File: config.mk
export PLATFORM = sky130hd
export DESIGN_NAME = port_input_conditioner
export DESIGN_NICKNAME = d
export VERILOG_FILES = /design/src/rtl/z8_io_defs_pkg.sv /design/src/rtl/port_input_conditioner_debounce_bit.sv /design/src/rtl/port_input_conditioner.sv
export SDC_FILE = /design/constraint.sdc
export NUM_CORES = 1
export LEC_CHECK = 0
export CORE_ASPECT_RATIO = 2
export CORE_MARGIN = 2
export CORE_UTILIZATION = 57
export DETAILED_ROUTE_END_ITERATION = 10
export GPL_TIMING_DRIVEN = 0
export PLACE_DENSITY = 0.78
export SLEW_MARGIN = 25
export SYNTH_ARGS = -nofsm -noshare
export SYNTH_HDL_FRONTEND = slang
export SYNTH_SLANG_ARGS = --single-unit
export TNS_END_PERCENT = 10
File: constraint.sdc
create_clock -name clk -period 2 [get_ports clk]
set_clock_uncertainty 0.05 [all_clocks]
set_input_delay 0.3 -clock clk [delete_from_list [all_inputs] [get_ports clk]]
set_output_delay 0.3 -clock clk [all_outputs]
set_load 0.01 [all_outputs]
File: src/rtl/z8_io_defs_pkg.sv
// Shared Z8 I/O definitions: debounce state encodings and board-input defaults.
package z8_io_defs;

    typedef enum logic {
        DB_STABLE  = 1'b0,
        DB_PENDING = 1'b1
    } db_state_t;

    localparam int   DEFAULT_DEBOUNCE_TICKS = 8;
    localparam logic BTN_IDLE_LEVEL         = 1'b1;

endpackage

File: src/rtl/port_input_conditioner_debounce_bit.sv
// Single-bit input conditioner: 2-flop synchronizer, tick-paced debouncer, edge pulses.
// PORT_INPUT_RISE_IRQ_EN adds the registered rise pulse output.
module debounce_bit
    import z8_io_defs::*;
#(
    parameter int   DEBOUNCE_TICKS = DEFAULT_DEBOUNCE_TICKS,
    parameter logic IDLE_LEVEL     = BTN_IDLE_LEVEL
) (
    input  logic clk,
    input  logic reset_n,
    input  logic tick,
    input  logic pin,
    output logic level,
    output logic fall,
`ifdef PORT_INPUT_RISE_IRQ_EN
    output logic rise,
`endif
    output logic change
);

    localparam int              CNT_W    = $clog2(DEBOUNCE_TICKS) + 1;
    localparam logic [CNT_W-1:0] CNT_LAST = CNT_W'(DEBOUNCE_TICKS - 1);
    localparam logic [CNT_W-1:0] CNT_ONE  = CNT_W'(1);

    logic             r_s1;
    logic             r_s2;
    logic             r_stable;
    logic             r_prev;
    logic             r_fall;
    logic [CNT_W-1:0] r_cnt;
    db_state_t        r_state;
    logic             w_differ;
    logic             w_commit;

    assign w_differ = (r_s2 != r_stable);
    assign w_commit = w_differ && tick && (r_cnt == CNT_LAST);

    always_ff @(posedge clk or negedge reset_n) begin
        if (!reset_n) begin
            r_s1 <= IDLE_LEVEL;
            r_s2 <= IDLE_LEVEL;
        end else begin
            r_s1 <= pin;
            r_s2 <= r_s1;
        end
    end

    // The cycle that first sees the new level already counts as a tick, giving
    // DEBOUNCE_TICKS+2 clocks from pin edge to accepted level at tick=1.
    always_ff @(posedge clk or negedge reset_n) begin
        if (!reset_n) begin
            r_state  <= DB_STABLE;
            r_cnt    <= '0;
            r_stable <= IDLE_LEVEL;
        end else begin
            case (r_state)
                DB_STABLE: begin
                    if (w_differ) begin
                        if (w_commit) begin
                            r_stable <= r_s2;
                        end else begin
                            r_state <= DB_PENDING;
                            r_cnt   <= tick ? CNT_ONE : '0;
                        end
                    end
                end
                DB_PENDING: begin
                    if (!w_differ) begin
                        r_state <= DB_STABLE;
                        r_cnt   <= '0;
                    end else if (w_commit) begin
                        r_stable <= r_s2;
                        r_cnt    <= '0;
                        r_state  <= DB_STABLE;
                    end else if (tick) begin
                        r_cnt <= r_cnt + CNT_ONE;
                    end
                end
                default: r_state <= DB_STABLE;
            endcase
        end
    end

`ifdef PORT_INPUT_RISE_IRQ_EN
    logic r_rise;

    always_ff @(posedge clk or negedge reset_n) begin
        if (!reset_n) begin
            r_prev <= IDLE_LEVEL;
            r_fall <= 1'b0;
            r_rise <= 1'b0;
        end else begin
            r_prev <= r_stable;
            r_fall <= r_prev & ~r_stable;
            r_rise <= ~r_prev & r_stable;
        end
    end

    assign rise   = r_rise;
    assign change = r_fall | r_rise;
`else
    logic r_chg;

    always_ff @(posedge clk or negedge reset_n) begin
        if (!reset_n) begin
            r_prev <= IDLE_LEVEL;
            r_fall <= 1'b0;
            r_chg  <= 1'b0;
        end else begin
            r_prev <= r_stable;
            r_fall <= r_prev & ~r_stable;
            r_chg  <= r_prev ^ r_stable;
        end
    end

    assign change = r_chg;
`endif

    assign level = r_stable;
    assign fall  = r_fall;

endmodule

File: src/rtl/port_input_conditioner.sv
// Board push-button/switch conditioner feeding the Z8 port3 input and its IRQ lines.
// PORT_INPUT_RISE_IRQ_EN adds the irq_rise output.
module port_input_conditioner
    import z8_io_defs::*;
#(
    parameter int   WIDTH          = 4,
    parameter int   DEBOUNCE_TICKS = DEFAULT_DEBOUNCE_TICKS,
    parameter logic IDLE_LEVEL     = BTN_IDLE_LEVEL
) (
    input  logic             clk,
    input  logic             reset_n,
    input  logic             tick,
    input  logic [WIDTH-1:0] pins,
    output logic [WIDTH-1:0] port_in,
    output logic [WIDTH-1:0] irq_fall,
`ifdef PORT_INPUT_RISE_IRQ_EN
    output logic [WIDTH-1:0] irq_rise,
`endif
    output logic             changed
);

    logic [WIDTH-1:0] w_change;

    for (genvar i = 0; i < WIDTH; i++) begin : g_bit
        debounce_bit #(
            .DEBOUNCE_TICKS(DEBOUNCE_TICKS),
            .IDLE_LEVEL    (IDLE_LEVEL)
        ) u_bit (
            .clk    (clk),
            .reset_n(reset_n),
            .tick   (tick),
            .pin    (pins[i]),
            .level  (port_in[i]),
            .fall   (irq_fall[i]),
`ifdef PORT_INPUT_RISE_IRQ_EN
            .rise   (irq_rise[i]),
`endif
            .change (w_change[i])
        );
    end

    assign changed = |w_change;

endmodule

==> results_dict.tcl, run 1 <==
set metrics [dict create \
    globalplace.congestion 0.8201 \
    cp_num_buf_inv 2 \
    leakage_nw 1.086 \
    clk_latency_ns 0.29 \
    finalHoldViolations 0 \
    cts_sinks 44 \
    totalWireLength_um 3644 \
    endpoint_kind "output pin" \
    yosysWarnings 0 \
    ir_drop_mv 0.5998 \
    drv_cap 0 \
    syn2layout_area_growth_pct 16.44 \
    cp_data_required_time_ns 1.65 \
    initial_core_util 0.5993 \
    power.density_nw_per_um2 772.6 \
    fp.dieArea_um2 4073 \
    async_flop_share 1.000 \
    via_count 1416 \
    grt_max_degree 27 \
    drtPass1Iterations 4 \
    crit_family "buffers and inverters" \
    synth_edf_count 0 \
    critPathLaunchType "flip-flop" \
    rows 30 \
    cts_setup_buffers 0 \
    fmax_mhz 531.0 \
    slowest_delay_ns 0.59 \
    syn_area_um2 2024 \
    drive_above_1_share 0.1900 \
    ys_seq_area_frac 0.5538 \
    tightest_slew_ns 0.6208 \
    core_area_um2 3378 \
    synthCells 175 \
    synthDominantCellAreaShare 0.3461 \
    n_antenna_cell 0 \
    ys_ff_latch 44 \
    wl_per_cell_um 15.71 \
    antenna_found_initial 0 \
    hpwl_um 2709 \
    h-tree-depth 2 \
    grt_pass1_wl_um 6534 \
    avgViaCountPerCell 6.103 \
    cp_max_fo 6 \
    cts_tree "done" \
    ant_nets 0 \
    final-max-slew-violation-count 0 \
    fp.dieH_um 88.28 \
    synth_commonest_cells "dfrtp_1 (28), dfstp_2 (16), inv_1 (16), nand2_1 (10), nand4_1 (10)" \
    drc_errors 0 \
    grt_pass1_vias 1456 \
    yosys.cell_types.count 36 \
    worstSetupPathType "flip-flop to output pin" \
    post-synth-top-count-cell "dfrtp_1" \
    overflow 0 \
    ys_top_cells_by_area "dfrtp_1 (35%), dfstp_2 (21%), ha_1 (4.9%)" \
    final.period_utilization 0.9416 \
    synth_ff_type "dfrtp_1" \
    rsz0062_at_grt "no" \
    status "complete, no violations" \
    nets 214 \
    die_width_um 46.14 \
    io_buffers 15 \
    total_power_mw 1.821 \
    arrival_ns 1.53 \
    synth.largest_area_cell "dfrtp_1" \
    first_iter_violations 37 \
    grtUsageTotal 0.2177 \
    hp-class "flip-flop to flip-flop" \
    avgSynthCellArea_um2 11.57 \
    relSlewSlack 0.5847 \
    n_fill_cell 259 \
    fin_cells 232 \
    rrSetupSlack_ns 0.38 \
    root_buffer "clkbuf_8" \
    placedCellCount 223 \
    clockBufferDepth 2 \
    cts_buffers 5 \
    setup_viol 0 \
    io-pin-count 16 \
    period_minus_slack_ns 1.883 \
    worstPathCellList "buf_4 -> clkdlybuf4s50_1" \
    crit_slowest_cell "dfstp_2" \
    syn_nets 190 \
    cts.reportedPaths.clkPinSlew_ns 0.08 \
]
worst reg2reg max path: stages (launching register included):
cell and delay, ns:
dfstp_2 0.57, xor2_1 0.52, nand2_1 0.20, o32ai_1 0.17
layout by cell type, fill, tap and decap left out, types with 3 or more instances in the layout:
| cell type | instances |
|---|---|
| dfrtp_1 | 28 |
| nand2_1 | 10 |
| clkbuf_8 | 5 |
| mux2_2 | 4 |
| nand3_1 | 5 |
| xnor2_1 | 3 |
| clkdlybuf4s50_1 | 13 |
| o211ai_1 | 4 |
| and4_1 | 3 |
| xor2_1 | 4 |
| buf_4 | 8 |
| nand2b_1 | 3 |
| and2_1 | 4 |
| o32ai_1 | 4 |
| nor3_1 | 3 |
| a21oi_1 | 3 |
| nor2_1 | 4 |
| dfstp_2 | 16 |
| clkbuf_1 | 3 |
| inv_1 | 16 |
| nand4b_1 | 7 |
| mux2i_1 | 6 |
| nand4_1 | 10 |
| ha_1 | 8 |
report_power, final:
part	switching, mW	internal, mW	leakage [nW]
Sequential	0.0408	0.943	0.541
Combinational	0.0991	0.0836	0.491
Clock	0.284	0.371	0.0552
Total	0.424	1.40	1.09
worst paths after layout:
| kind | cells past startpoint | from | end |
|---|---|---|---|
| max | 2 | g_bit[1].u_bit.level | port_in[1] |
| min | 0 | g_bit[1].u_bit.r_s1 | g_bit[1].u_bit.r_s2 |
| max reg2reg | 3 | g_bit[2].u_bit.level | g_bit[2].u_bit.r_cnt[1] |
| min reg2reg | 0 | g_bit[1].u_bit.r_s1 | g_bit[1].u_bit.r_s2 |
| max in group asynchronous | 3 | reset_n | g_bit[3].u_bit.r_s1 |
| min in group asynchronous | 2 | reset_n | g_bit[2].u_bit.r_state |
what timing repair did:
item | in CTS | in global routing
setup endpoints to repair | 0 | 1
gates resized for setup | 0 | 1
hold endpoints to repair | 10 | 0
hold buffers | 1 | 0
cells by family (layout without fill, tap and decap cells):
kind of cell / Yosys count / count (layout) / synth area share
xor+xnor: 7 / 7 / 0.03028
simple gates: 55 / 55 / 0.1644
fa+ha+maj: 8 / 8 / 0.04945
flops: 44 / 44 / 0.5538
mux: 10 / 10 / 0.05192
compound gates: 23 / 23 / 0.08281
buf+inv: 28 / 53 / 0.06737
registers in the layout, summed over array words and instances (netlist names):
name and cells:
g_bit.u_bit.r_state 4, g_bit.u_bit.r_s1 4, g_bit.u_bit.fall 4, g_bit.u_bit.level 4, g_bit.u_bit.r_s2 4, g_bit.u_bit.r_prev 4, g_bit.u_bit.change 4, g_bit.u_bit.r_cnt 16
area by class of cell:
| cell class | count | area, µm² | share of cell area |
|---|---|---|---|
| tap | 32 | 40.04 | 0.01699 |
| inverter | 16 | 60.06 | 0.02548 |
| clock inverter | 2 | 35.03 | 0.01486 |
| sequential | 44 | 1121 | 0.4756 |
| timing repair buffer | 17 | 185.2 | 0.07856 |
| clock buffer | 6 | 72.57 | 0.03079 |
| multi-input combinational | 103 | 767.0 | 0.3254 |
| buffer | 12 | 76.32 | 0.03238 |
layer usage:
layer | wire (µm) | vias to the layer above | track usage
li1 | - | 675 | -
met1 | 1432 | 704 | 0.2520
met2 | 2055 | 29 | 0.3864
met3 | 102 | 8 | 0.04898
met4 | 55 | 0 | 0.05974
met5 | 0 | - | 0
stage by stage:
stage	worst slack (ns)	cell area, µm²	hold slack [ns]	TNS, ns	utilization
2_1_floorplan	0.6218	2024	-0.04559	0	-
3_3_place_gp	-0.4209	2215	0.2963	-12.12	0.6556
3_5_place_dp	0.01467	2237	0.2222	0	0.6622
4_1_cts	0.007577	2355	0.3134	0	0.6970
5_1_grt	0.06240	2357	0.3174	0	0.6978
6_report	0.1167	2357	0.3104	0	0.6978
No activity file was read; power rests on OpenSTA's default activity.
==> run 2: changes to the inputs <==
Settings changed: CTS_CLUSTER_DIAMETER from default to 80, GPL_TIMING_DRIVEN 0 to 1, REMOVE_ABC_BUFFERS from default to 1.
==> run 2 against run 1 <==
  * Sequential cell count unchanged
  * Cell area decreased by 4.1%
  * Worst setup slack improved by 0.074 ns
  * Total power shrank 5.7%
==> results_dict.tcl, run 2 (same netlist as run 1, synthesis figures left out) <==
set metrics [dict create \
    cts_setup_buffers 0 \
    cp_data_required_time_ns 1.65 \
    tightest_slew_ns 0.6144 \
    syn2layout_area_growth_pct 11.62 \
    globalplace.congestion 0.8329 \
    worstPathCellList "clkdlybuf4s50_1" \
    fmax_mhz 552.6 \
    hold_buffers 0 \
    use_met2 0.3712 \
    crit_slowest_cell "dfstp_2" \
    cts_tree "done" \
    hp-class "input pin to asynchronous set/reset pin" \
    antenna_found_initial 0 \
    worstSetupPathType "flip-flop to output pin" \
    critPathLaunchType "flip-flop" \
    power.density_nw_per_um2 760.4 \
    top_usage_layer "met2" \
    cp_num_buf_inv 1 \
    final_util 0.6689 \
    arrival_ns 1.46 \
    drtPass1Iterations 4 \
    rsz0062_at_grt "no" \
    initial_core_util 0.5993 \
    swShare 0.2458 \
    totalWireLength_um 3545 \
    status "complete, no violations" \
    slowest_delay_ns 0.60 \
    clockBufferDepth 2 \
    combPwrFrac 0.099 \
    io-pin-count 16 \
    largest_reg_flops 16 \
    ant_nets 0 \
    setup_viol 0 \
    avgViaCountPerCell 6.140 \
    overflow 0 \
    seqPwrFrac 0.576 \
    cts_buffers 5 \
    ir_drop_mv 0.5340 \
    final-max-slew-violation-count 0 \
    final_common_cell "dfrtp_1" \
    leakage_nw 1.021 \
    regMostFlops "g_bit.u_bit.r_cnt" \
    crit_family "flip-flops" \
    period_minus_slack_ns 1.810 \
    fp.dieArea_um2 4073 \
    hpwl_um 2516 \
    grt_util_met3 0.04490 \
    power.share.clock 0.325 \
    n_antenna_cell 0 \
    core_area_um2 3378 \
    drive_above_1_share 0.1693 \
    final_cell_mix "dfrtp_1 (28), inv_1 (16), dfstp_2 (16)" \
    fp.dieH_um 88.28 \
    dpl-instance-area_um2 2168 \
    cts.reportedPaths.clkPinSlew_ns 0.08 \
    crit_cells 1 \
    h-tree-depth 2 \
    finalHoldViolations 0 \
    endpoint_kind "output pin" \
    switchingPower_mw 0.4224 \
    rows 30 \
    crit_path_start "g_bit[3].u_bit.level" \
    grtUsageTotal 0.2141 \
    ff2ff_path_depth 3 \
    reg2reg_from "g_bit[2].u_bit.level" \
    drc_errors 0 \
    p_int_mw 1.296 \
    via_count 1357 \
    relSlewSlack 0.5890 \
    cts_resized 1 \
    cts_sinks 44 \
    clk_latency_ns 0.29 \
    fin_tns_setup_ns 0 \
    final_area_um2 2260 \
    die_width_um 46.14 \
    r2r-end "g_bit[2].u_bit.r_cnt[1]" \
    crit_end "port_in[3]" \
    rrSetupSlack_ns 0.41 \
    grt_use_met1 0.2330 \
    n_fill_cell 267 \
    cp_max_fo 6 \
    final.period_utilization 0.9048 \
    grt_pass1_vias 1452 \
    first_iter_violations 31 \
    grt_pass1_wl_um 6237 \
    nets 203 \
    io_buffers 15 \
    root_buffer "clkbuf_8" \
    wl_per_cell_um 16.04 \
    grt_max_degree 45 \
    drv_cap 0 \
]
run 2: cell count changes in the layout (fill, tap and decap cells not counted), sizes merged:
| cell | previous run | this run |
|---|---|---|
| dlymetal6s2s | 1 | 0 |
| clkinv | 1 | 2 |
| bufinv | 1 | 0 |
| dlygate4sd2 | 0 | 1 |
| dlygate4sd3 | 1 | 0 |
| clkbuf | 8 | 6 |
| buf | 12 | 4 |
run 2: power groups by stage:
stage          logic [mW]  clock network, mW  registers, mW
2_1_floorplan      0.0922                  0          0.995
4_1_cts             0.174              0.586          0.990
3_3_place_gp        0.160                  0           1.00
6_report            0.170              0.558          0.990
5_1_grt             0.191              0.631          0.997
3_5_place_dp        0.174                  0           1.01
run 2: area by class of cell:
class / instances / area [µm²] / area share
Sequential cell: 44 / 1121 / 0.4961
Multi-Input combinational cell: 103 / 767.0 / 0.3394
Timing Repair Buffer: 18 / 178.9 / 0.07918
Clock buffer: 6 / 82.58 / 0.03654
Inverter: 16 / 60.06 / 0.02658
Tap cell: 32 / 40.04 / 0.01772
Clock inverter: 2 / 10.01 / 0.004430
run 2: worst min-delay path by stage:
stage,start,to,cells after the start
4_1_cts,reset_n,g_bit[1].u_bit.fall,2
2_1_floorplan,reset_n,g_bit[0].u_bit.change,0
3_5_place_dp,g_bit[1].u_bit.r_s1,g_bit[1].u_bit.r_s2,0
3_3_place_gp,g_bit[2].u_bit.r_s1,g_bit[2].u_bit.r_s2,0
6_report,reset_n,g_bit[2].u_bit.fall,2
5_1_grt,reset_n,g_bit[1].u_bit.fall,2
run 2: layer usage:
metal / wire [µm] / share of wire / up-vias
li1: - / - / 647
met3: 94 / 0.027 / 7
met2: 1911 / 0.54 / 23
met5: 0 / 0 / -
met4: 97 / 0.027 / 0
met1: 1441 / 0.41 / 680
run 2: metrics by stage:
| stage | total power, mW | setup WS [ns] | hold slack, ns | cells |
|---|---|---|---|---|
| 2_1_floorplan | 1.087 | 0.5862 | -0.04559 | 163 |
| 5_1_grt | 1.819 | 0.1437 | 0.05678 | 221 |
| 4_1_cts | 1.749 | 0.1754 | 0.02599 | 221 |
| 3_3_place_gp | 1.161 | 0.2688 | 0.2956 | 213 |
| 3_5_place_dp | 1.180 | 0.2297 | 0.2968 | 213 |
| 6_report | 1.718 | 0.1904 | 0.01421 | 221 |
